**config.mk**
```make
export PLATFORM = sky130hd
export DESIGN_NAME = posit_add_sched
export DESIGN_NICKNAME = d
export VERILOG_FILES = /design/src/rtl/posit_defines.sv /design/src/rtl/rr_arbiter.sv /design/src/rtl/posit_add_sched.sv
export SDC_FILE = /design/constraint.sdc
export NUM_CORES = 1
export LEC_CHECK = 0
export ABC_AREA = 1
export CAP_MARGIN = 20
export CELL_PAD_IN_SITES_DETAIL_PLACEMENT = 0
export CELL_PAD_IN_SITES_GLOBAL_PLACEMENT = 2
export CORE_UTILIZATION = 22
export CTS_CLUSTER_SIZE = 40
export DETAILED_ROUTE_END_ITERATION = 10
export PLACE_DENSITY = 0.81
export SYNTH_ARGS = -nofsm -noshare
export SYNTH_HDL_FRONTEND = slang
export SYNTH_HIERARCHICAL = 1
export SYNTH_SLANG_ARGS = --single-unit
```
**constraint.sdc**
```tcl
create_clock -name clk -period 10.2 [get_ports clk]
set_clock_uncertainty 0.1 [all_clocks]
set_input_delay 1.53 -clock clk [delete_from_list [all_inputs] [get_ports clk]]
set_output_delay 1.53 -clock clk [all_outputs]
set_load 0.02 [all_outputs]
```
**src/rtl/posit_defines.sv**
```systemverilog
// Shared types for the posit adder scheduler: per-requester FSM states and issue tags.
package posit_defines;

  // Tag id is sized for the largest supported requester count (8).
  localparam int unsigned TagIdW = 3;

  typedef enum logic [1:0] {
    StIdle = 2'd0,
    StBusy = 2'd1,
    StResp = 2'd2
  } req_state_e;

  typedef struct packed {
    logic              valid;
    logic [TagIdW-1:0] id;
  } tag_t;

endpackage

```
**src/rtl/rr_arbiter.sv**
```systemverilog
// Round-robin arbiter: one-hot grant, search starts one past the registered last grant.
module rr_arbiter #(
  parameter int unsigned NREQ = 4
) (
  input  logic                    clk,
  input  logic                    reset,
  input  logic [NREQ-1:0]         req,
  output logic [NREQ-1:0]         gnt,
  output logic [$clog2(NREQ)-1:0] gnt_id
);

  localparam int unsigned IdW = $clog2(NREQ);

  logic [IdW-1:0] last_q, last_d;
  logic           found;

  always_comb begin
    gnt    = '0;
    gnt_id = last_q;
    found  = 1'b0;
    for (int k = 1; k <= int'(NREQ); k++) begin
      for (int i = 0; i < int'(NREQ); i++) begin
        if (!found && req[i] && (i == (int'(last_q) + k) % int'(NREQ))) begin
          found  = 1'b1;
          gnt[i] = 1'b1;
          gnt_id = IdW'(i);
        end
      end
    end
  end

  assign last_d = found ? gnt_id : last_q;

  always_ff @(posedge clk or posedge reset) begin
    if (reset) begin
      last_q <= IdW'(NREQ - 1);
    end else begin
      last_q <= last_d;
    end
  end

endmodule

```
**src/rtl/posit_add_sched.sv**
```systemverilog
// Round-robin scheduler sharing one pipelined posit adder among NREQ requesters.
// Define POSIT_ADD_SCHED_STATS_EN to add the stat_issued / stat_stall counters.
module posit_add_sched
  import posit_defines::*;
#(
  parameter int unsigned NREQ    = 4,
  parameter int unsigned NBITS   = 32,
  parameter int unsigned ADD_LAT = 1
) (
  input  logic                  clk,
  input  logic                  reset,
  input  logic [NREQ-1:0]       req_valid,
  input  logic [NREQ*NBITS-1:0] req_in1,
  input  logic [NREQ*NBITS-1:0] req_in2,
  output logic [NREQ-1:0]       req_ready,
  output logic [NREQ-1:0]       rsp_valid,
  output logic [NREQ*NBITS-1:0] rsp_result,
  output logic [NREQ-1:0]       rsp_inf,
  output logic [NREQ-1:0]       rsp_zero,
  input  logic [NREQ-1:0]       rsp_ready,
  output logic                  add_start,
  output logic [NBITS-1:0]      add_in1,
  output logic [NBITS-1:0]      add_in2,
  input  logic                  add_done,
  input  logic                  add_inf,
  input  logic                  add_zero,
  input  logic [NBITS-1:0]      add_result,
  output logic                  err
`ifdef POSIT_ADD_SCHED_STATS_EN
  ,
  output logic [31:0]           stat_issued,
  output logic [31:0]           stat_stall
`endif
);

  localparam int unsigned IdW = $clog2(NREQ);

  req_state_e            state_q [NREQ];
  req_state_e            state_d [NREQ];
  logic [NREQ-1:0]       idle, elig, gnt, wr_en;
  logic [IdW-1:0]        gnt_id;
  logic [NBITS-1:0]      sel_in1, sel_in2;
  logic                  add_start_q;
  logic [NBITS-1:0]      add_in1_q, add_in2_q;
  tag_t                  tag_q [ADD_LAT];
  tag_t                  tag_in, tag_out;
  logic                  hit, proto_err, err_q;
  logic [NREQ*NBITS-1:0] rsp_result_q;
  logic [NREQ-1:0]       rsp_inf_q, rsp_zero_q;

  // Grants are masked during reset so req_ready reads 0 while reset is held.
  assign elig      = req_valid & idle & {NREQ{~reset}};
  assign req_ready = gnt;

  rr_arbiter #(
    .NREQ(NREQ)
  ) u_arb (
    .clk   (clk),
    .reset (reset),
    .req   (elig),
    .gnt   (gnt),
    .gnt_id(gnt_id)
  );

  always_comb begin
    sel_in1 = '0;
    sel_in2 = '0;
    for (int i = 0; i < int'(NREQ); i++) begin
      if (gnt[i]) begin
        sel_in1 = req_in1[i*NBITS +: NBITS];
        sel_in2 = req_in2[i*NBITS +: NBITS];
      end
    end
  end

  always_ff @(posedge clk or posedge reset) begin
    if (reset) begin
      add_start_q <= 1'b0;
      add_in1_q   <= '0;
      add_in2_q   <= '0;
    end else begin
      add_start_q <= |gnt;
      if (|gnt) begin
        add_in1_q <= sel_in1;
        add_in2_q <= sel_in2;
      end
    end
  end

  assign add_start = add_start_q;
  assign add_in1   = add_in1_q;
  assign add_in2   = add_in2_q;

  // Tag enters alongside add_start; after ADD_LAT stages it lines up with add_done,
  // i.e. the adder signals done in the ADD_LAT-th cycle counting the add_start cycle.
  assign tag_in = '{valid: |gnt, id: TagIdW'(gnt_id)};

  always_ff @(posedge clk or posedge reset) begin
    if (reset) begin
      for (int k = 0; k < int'(ADD_LAT); k++) begin
        tag_q[k] <= '0;
      end
    end else begin
      tag_q[0] <= tag_in;
      for (int k = 1; k < int'(ADD_LAT); k++) begin
        tag_q[k] <= tag_q[k-1];
      end
    end
  end

  assign tag_out   = tag_q[ADD_LAT-1];
  assign hit       = tag_out.valid & add_done;
  assign proto_err = tag_out.valid ^ add_done;

  always_comb begin
    idle      = '0;
    wr_en     = '0;
    rsp_valid = '0;
    for (int i = 0; i < int'(NREQ); i++) begin
      idle[i]      = (state_q[i] == StIdle);
      rsp_valid[i] = (state_q[i] == StResp);
      wr_en[i]     = hit && (tag_out.id == TagIdW'(i));
    end
  end

  always_comb begin
    for (int i = 0; i < int'(NREQ); i++) begin
      state_d[i] = state_q[i];
      case (state_q[i])
        StIdle:  if (gnt[i])       state_d[i] = StBusy;
        StBusy:  if (wr_en[i])     state_d[i] = StResp;
        StResp:  if (rsp_ready[i]) state_d[i] = StIdle;
        default: state_d[i] = StIdle;
      endcase
    end
  end

  always_ff @(posedge clk or posedge reset) begin
    if (reset) begin
      for (int i = 0; i < int'(NREQ); i++) begin
        state_q[i] <= StIdle;
      end
    end else begin
      for (int i = 0; i < int'(NREQ); i++) begin
        state_q[i] <= state_d[i];
      end
    end
  end

  always_ff @(posedge clk or posedge reset) begin
    if (reset) begin
      rsp_result_q <= '0;
      rsp_inf_q    <= '0;
      rsp_zero_q   <= '0;
    end else begin
      for (int i = 0; i < int'(NREQ); i++) begin
        if (wr_en[i]) begin
          rsp_result_q[i*NBITS +: NBITS] <= add_result;
          rsp_inf_q[i]                   <= add_inf;
          rsp_zero_q[i]                  <= add_zero;
        end
      end
    end
  end

  assign rsp_result = rsp_result_q;
  assign rsp_inf    = rsp_inf_q;
  assign rsp_zero   = rsp_zero_q;

  // A tag without done (or done without tag) drops that cycle's data; err is sticky.
  always_ff @(posedge clk or posedge reset) begin
    if (reset) begin
      err_q <= 1'b0;
    end else begin
      err_q <= err_q | proto_err;
    end
  end

  assign err = err_q;

`ifdef POSIT_ADD_SCHED_STATS_EN
  logic [31:0] issued_q, stall_q;

  always_ff @(posedge clk or posedge reset) begin
    if (reset) begin
      issued_q <= '0;
      stall_q  <= '0;
    end else begin
      if (add_start_q && (issued_q != '1)) begin
        issued_q <= issued_q + 32'd1;
      end
      if (|(req_valid & ~gnt) && (stall_q != '1)) begin
        stall_q <= stall_q + 32'd1;
      end
    end
  end

  assign stat_issued = issued_q;
  assign stat_stall  = stall_q;
`endif

endmodule
```
Yosys cells after proc, flatten, opt, wreduce, memory -nomap -nowiden
Cells that the tools add are included.
{"block": "totals", "register_bits": 214, "in_bits": 301, "output_inout_bits": 210}
{"block": "op_classes", "addsub": 4, "n_eq_ne": 35, "mux": 71, "bitwise": 10, "n_reduce_logical": 68}
{"operator": "$mux W32", "n": 8}
{"operator": "$logic_not A32 Y1", "n": 4}
{"operator": "$mux W2", "n": 28}
{"operator": "$logic_and A1 B1 Y1", "n": 35}
{"operator": "$mux W1", "n": 31}
{"operator": "$eq A3 B3 Y1 const A", "n": 8}
{"operator": "$pmux W2 S3", "n": 4}
{"operator": "$ne A2 B2 Y1 const B", "n": 8}
{"operator": "$logic_not A1 Y1", "n": 15}
{"operator": "$eq A2 B2 Y1 const B", "n": 6}
{"operator": "$eq A2 B3 Y1 const A", "n": 4}
{"operator": "$reduce_and A3 Y1", "n": 4}
{"operator": "$eq A2 B1 Y1 const B", "n": 5}
{"operator": "$and A4 B4 Y4", "n": 2}
{"operator": "$logic_not A2 Y1", "n": 4}
{"operator": "$ne A2 B1 Y1 const B", "n": 4}
{"operator": "$reduce_or A2 Y1", "n": 4}
{"operator": "$add A2 B1 Y2 const B", "n": 2}
{"operator": "$add A2 B2 Y2 const B", "n": 2}
{"operator": "$and A1 B1 Y1 const A", "n": 4}
{"operator": "$reduce_or A4 Y1", "n": 1}
{"operator": "$logic_not A3 Y1", "n": 1}
{"operator": "$and A1 B1 Y1", "n": 1}
{"operator": "$not A1 Y1", "n": 1}
{"operator": "2 further kinds", "n": 2}

Logic depth before layout (Yosys ltp)
{"block": "logic_depth", "depth_word": 68, "ltp_mapped": 19, "mapped_depth_nobuf": 17}

Modules after synthesis
Netlist, hierarchy kept.
{"mod": "posit_add_sched", "instances": 1, "cells_per_inst": 1181, "area_each_um2": 9845.7}
{"mod": "rr_arbiter", "instances": 1, "cells_per_inst": 73, "area_each_um2": 449.2}

Worst setup path before layout
OpenSTA, ideal clock, no wires.
{"block": "synth_path", "kind": "input to output", "from": "input reset", "to": "output req_ready[1]", "arrival_time_ns": 7.348, "t_required_ns": 8.570, "path_slack_ns": 1.222, "cell_stages": 11, "path_buffers": 0, "path_cell_list": "inv_1 > nand2_1 > nor2_1 > nand3_2 > nand3_4 > nor2_4 > nand4_2 > nor2_4 > nand4_1 > nand3_1 > o21bai_1"}
{"block": "synth_between", "word_cells_on_any_way": 59, "classes_between": "17 x mux; 2 x bitwise; 40 x reduce/logical"}
{"item": "from (decl)", "line_no": "posit_add_sched.sv:11", "source": "input logic reset,"}
{"item": "$not A1 Y1 *", "line_no": "posit_add_sched.sv:52", "source": "assign elig = req_valid & idle & {NREQ{~reset}};"}
{"item": "$and A4 B4 Y4 *", "line_no": "posit_add_sched.sv:52"}
{"item": "named net elig[2]", "line_no": "posit_add_sched.sv:40", "source": "logic [NREQ-1:0] idle, elig, gnt, wr_en;"}
{"item": "$logic_and A1 B1 Y1 (2 in a row)", "line_no": "rr_arbiter.sv:23", "source": "if (!found && req[i] && (i == (int'(last_q) + k) % int'(NREQ))) begin"}
{"item": "$mux W1", "line_no": "rr_arbiter.sv:23"}
{"item": "$logic_not A1 Y1", "line_no": "rr_arbiter.sv:23"}
{"item": "$logic_and A1 B1 Y1 (2 in a row)", "line_no": "rr_arbiter.sv:23"}
{"item": "$mux W1", "line_no": "rr_arbiter.sv:23"}
{"item": "[... 29 more ...]"}
{"item": "$logic_and A1 B1 Y1 (2 in a row)", "line_no": "rr_arbiter.sv:23"}
{"item": "$mux W1", "line_no": "rr_arbiter.sv:23"}
{"item": "$logic_not A1 Y1", "line_no": "rr_arbiter.sv:23"}
{"item": "$logic_and A1 B1 Y1 (2 in a row)", "line_no": "rr_arbiter.sv:23"}
{"item": "$mux W1", "line_no": "rr_arbiter.sv:23"}
{"item": "$logic_not A1 Y1", "line_no": "rr_arbiter.sv:23"}
{"item": "$logic_and A1 B1 Y1 (2 in a row)", "line_no": "rr_arbiter.sv:23"}
{"item": "$mux W1 *", "line_no": "rr_arbiter.sv:23"}
{"item": "to (decl)", "line_no": "posit_add_sched.sv:15", "source": "output logic [NREQ-1:0] req_ready,"}
Mark *: on every way through the listed nets, which the timed path passes. The rest lies on a longest branch.

Worst setup path after layout
Ends and elaborated chain as after synthesis.

==> results.py <==
metrics = {
    "clock_network": {
        "clk_pin_slew_ns": 0.05,
        "holdBufCountCts": 0,
        "clk_latency_ns": 0.55,
        "cts_inserted_buffers": 26,
        "cts_setup_buffers": 0,
        "clkSinkCount": 214,
        "cts_resized": 0,
        "root_buffer": "clkbuf_16",
        "clockBufferDepth": 3,
        "ctsHtreeMaxLevel": 1,
        "tritoncts": "built",
    },
    "synth": {
        "ys_seq_elements": 214,
        "synth_cell_types": 31,
        "synthMuxAreaShare_pct": 0,
        "yosys.area_share.xor_xnor_pct": 0,
        "synthSimpleGateAreaFrac_pct": 30.5,
        "syn_nets": 1556,
        "synth_top_family_by_area": "simple AND/OR/NAND/NOR gates",
        "synth-warning-count": 6,
        "synth-compound-area-share_pct": 10.3,
        "syn_area_per_cell_um2": 8.21,
        "yosysSeqAreaShare_pct": 52.0,
        "synthAdderAreaFrac_pct": 0.122,
        "synth_cells": 1254,
        "syn-cell-area_um2": 10300,
    },
    "run": {
        "cap_viol_max_count": 0,
    },
    "pwr": {
        "p_per_area_nw_per_um2": 332,
        "power_frac_seq_pct": 26.8,
        "clockPowerShare_pct": 17.8,
        "peakVddDrop_mv": 0.158,
        "finalPower_mw": 5.57,
        "p_sw_share_pct": 43.8,
        "p_switching_mw": 2.44,
        "pwr-share-comb_pct": 55.4,
        "internal_power_mw": 3.13,
        "leakage_nw": 7.32,
    },
    "global_routing": {
        "grt_pass1_vias": 10600,
        "grt_pass1_wl_mm": 65.7,
        "grt-ovfl-total": 0,
        "grt_max_degree": 87,
        "antenna_found_initial": 10,
        "grt_usage_pct": 18.0,
    },
    "timing": {
        "postLayoutSetupSlackWorst_ns": 3.44,
        "setup_viol": 0,
        "period_needed_ns": 6.76,
        "period_share_pct": 66.2,
        "slew_headroom_pct": 37.0,
        "hold_ws_ns": 0.376,
        "max_freq_mhz": 148,
        "slew_viol_final": 0,
        "totalNegativeSetupSlack_ns": 0,
        "hold_viol": 0,
        "worst_pin_slew_ns": 0.945,
        "rsz0062_at_grt": "no",
    },
    "critical_path": {
        "crit_path_start_kind": "input port",
        "critical-path-top-delay-family": "buffers and inverters",
        "cp_common_cell": "nor2_4",
        "end_kind": "primary output",
        "crit_buf_inv": 4,
        "crit_fanout": 86,
        "cp_data_arrival_time_ns": 5.13,
        "slowest_stage": "clkdlybuf4s50_1",
        "cp.required_ns": 8.57,
        "crit_path_cell_trace": "clkdlybuf4s50_1, inv_8, nand2_1, nor2_1, nand3_2, nand3_4, nor2_4, nand4_2, nor2_4, nand4_4, nor2_4, nand2_1, o21bai_4, buf_4, clkdlybuf4s50_1",
        "critPathKind": "input port to primary output",
        "cpPeakStageDelay_ns": 0.75,
    },
    "route": {
        "wl_met1_mm": 17.7,
        "vias": 10600,
        "wl_met3_mm": 4.54,
        "drt_wl_total_mm": 44.4,
        "drc": 0,
        "route.met2.wl_mm": 21.1,
        "ant_nets": 0,
        "highest_layer": "met5",
        "drt_pass1_iterations": 5,
        "viasPerCell": 4.53,
        "drtIter0Drc": 651,
        "wl_per_cell_um": 18.9,
    },
    "placement": {
        "placed_area_um2": 15900,
        "place_inst": 2289,
        "place_congestion": 0.844,
        "port_buffers": 510,
        "dp_hpwl_mm": 31.9,
        "dp_slack_ns": 3.40,
    },
    "floorplan": {
        "die_x_um": 218,
        "core_um2": 45800,
        "initial_core_util_pct": 22.5,
        "io_pins": 511,
        "num_rows": 78,
        "die_area_um2": 47700,
        "die_h_um": 218,
    },
    "finish": {
        "layout_commonest_cell": "clkdlybuf4s50_1",
        "drive_gt1_share_pct": 5.93,
        "final_area_um2": 16800,
        "area_growth_syn_to_layout_pct": 63.0,
        "fin_cells": 2341,
        "final_util_pct": 36.7,
        "final_cell_mix": "clkdlybuf4s50_1, nand2_1, nand3_1",
        "nFillCells": 4858,
        "fin_nets": 2019,
    },
    "run_status": {
        "status": "finished, final reports clean",
    },
    "hold_path": {
        "hold_path.class": "flip-flop to flip-flop",
    },
}
## cells in the mapped netlist
| library cell | instances | area share, % |
|---|---|---|
| nor2_1 | 17 | 0.62 |
| nand4_1 | 7 | 0.43 |
| or2_2 | 15 | 0.91 |
| ha_1 | 1 | 0.12 |
| nand4_2 | 1 | 0.12 |
| o22ai_1 | 4 | 0.24 |
| o21ai_0 | 105 | 5.1 |
| buf_4 | 6 | 0.44 |
| o21ai_1 | 35 | 1.7 |
| clkbuf_1 | 21 | 0.77 |
| inv_1 | 61 | 2.2 |
| nand2_1 | 301 | 11 |
| buf_2 | 56 | 2.7 |
| inv_2 | 3 | 0.11 |
| a21oi_1 | 64 | 3.1 |
| dfstp_2 | 2 | 0.51 |
| buf_6 | 6 | 0.66 |
| dfrtp_1 | 212 | 52 |
| nand2_4 | 1 | 0.11 |
| nand3_1 | 271 | 13 |
| buf_1 | 2 | 0.073 |
| a21boi_0 | 1 | 0.073 |
| nand2_2 | 1 | 0.061 |
| nor2_4 | 3 | 0.33 |
| o21bai_1 | 1 | 0.073 |
| nand4_4 | 1 | 0.21 |
| nand3_2 | 1 | 0.097 |
| nand3_4 | 1 | 0.17 |
| or2_0 | 50 | 3.0 |
| nor2_2 | 3 | 0.18 |
| nor3b_2 | 1 | 0.12 |
## worst paths after layout
kind	startpoint	cells after the start	end	slack [ns]
worst min register to register	err	1	err	0.38
max in group asynchronous	reset	3	rsp_result[99]	7.12
worst max register to register	state_q[6]	18	add_in2[31]	6.14
min in group asynchronous	reset	2	state_q[0]	1.43
worst min-delay path	err	1	err	0.38
worst max-delay path	reset	15	req_ready[1]	3.44
## worst register-to-register path: cells and delay by family, from the launching register on
| family | cells | cell delay, ns |
|---|---|---|
| buffers and inverters | 4 | 1.31 |
| flip-flops | 1 | 0.40 |
| AND/OR/NAND/NOR | 14 | 2.15 |
## flip-flops by register name, summed over array words and instances (netlist names), 2 cells and up
register and cells:
add_in1 32, rsp_result 128, rsp_inf 4, tag_out 3, state_q 8, rsp_zero 4, add_in2 32, u_arb/last_q 2
## area by class of cell
type / count / area (um^2) / area share [%]
diodes: 4 / 10.0 / 0.0596
inverters: 64 / 248 / 1.48
multi-input cells: 885 / 4260 / 25.4
repair buffers: 526 / 5240 / 31.2
flip-flops and latches: 214 / 5360 / 31.9
well taps: 600 / 751 / 4.47
clock buffers: 40 / 795 / 4.73
clock inverters: 8 / 119 / 0.708
## kinds of logic after synthesis
family,after synthesis
compound gates,210
flops,214
fa+ha+maj,1
simple gates,674
buf+inv,155
## power groups by stage
stage | clock, mW | sequential (mW) | combinational, mW
CTS | 1.02 | 1.50 | 3.12
global placement | 0 | 1.50 | 3.09
detailed placement | 0 | 1.50 | 3.12
floorplan | 0 | 1.93 | 1.32
finish | 0.992 | 1.50 | 3.09
global route | 1.05 | 1.54 | 3.38
## metal layers
layer,global-route usage (%),vias up
li1,-,5101
met1,21.4,4978
met2,30.3,448
met5,0,-
met4,5.15,12
met3,6.42,63
(Power assumes the default switching activity.)
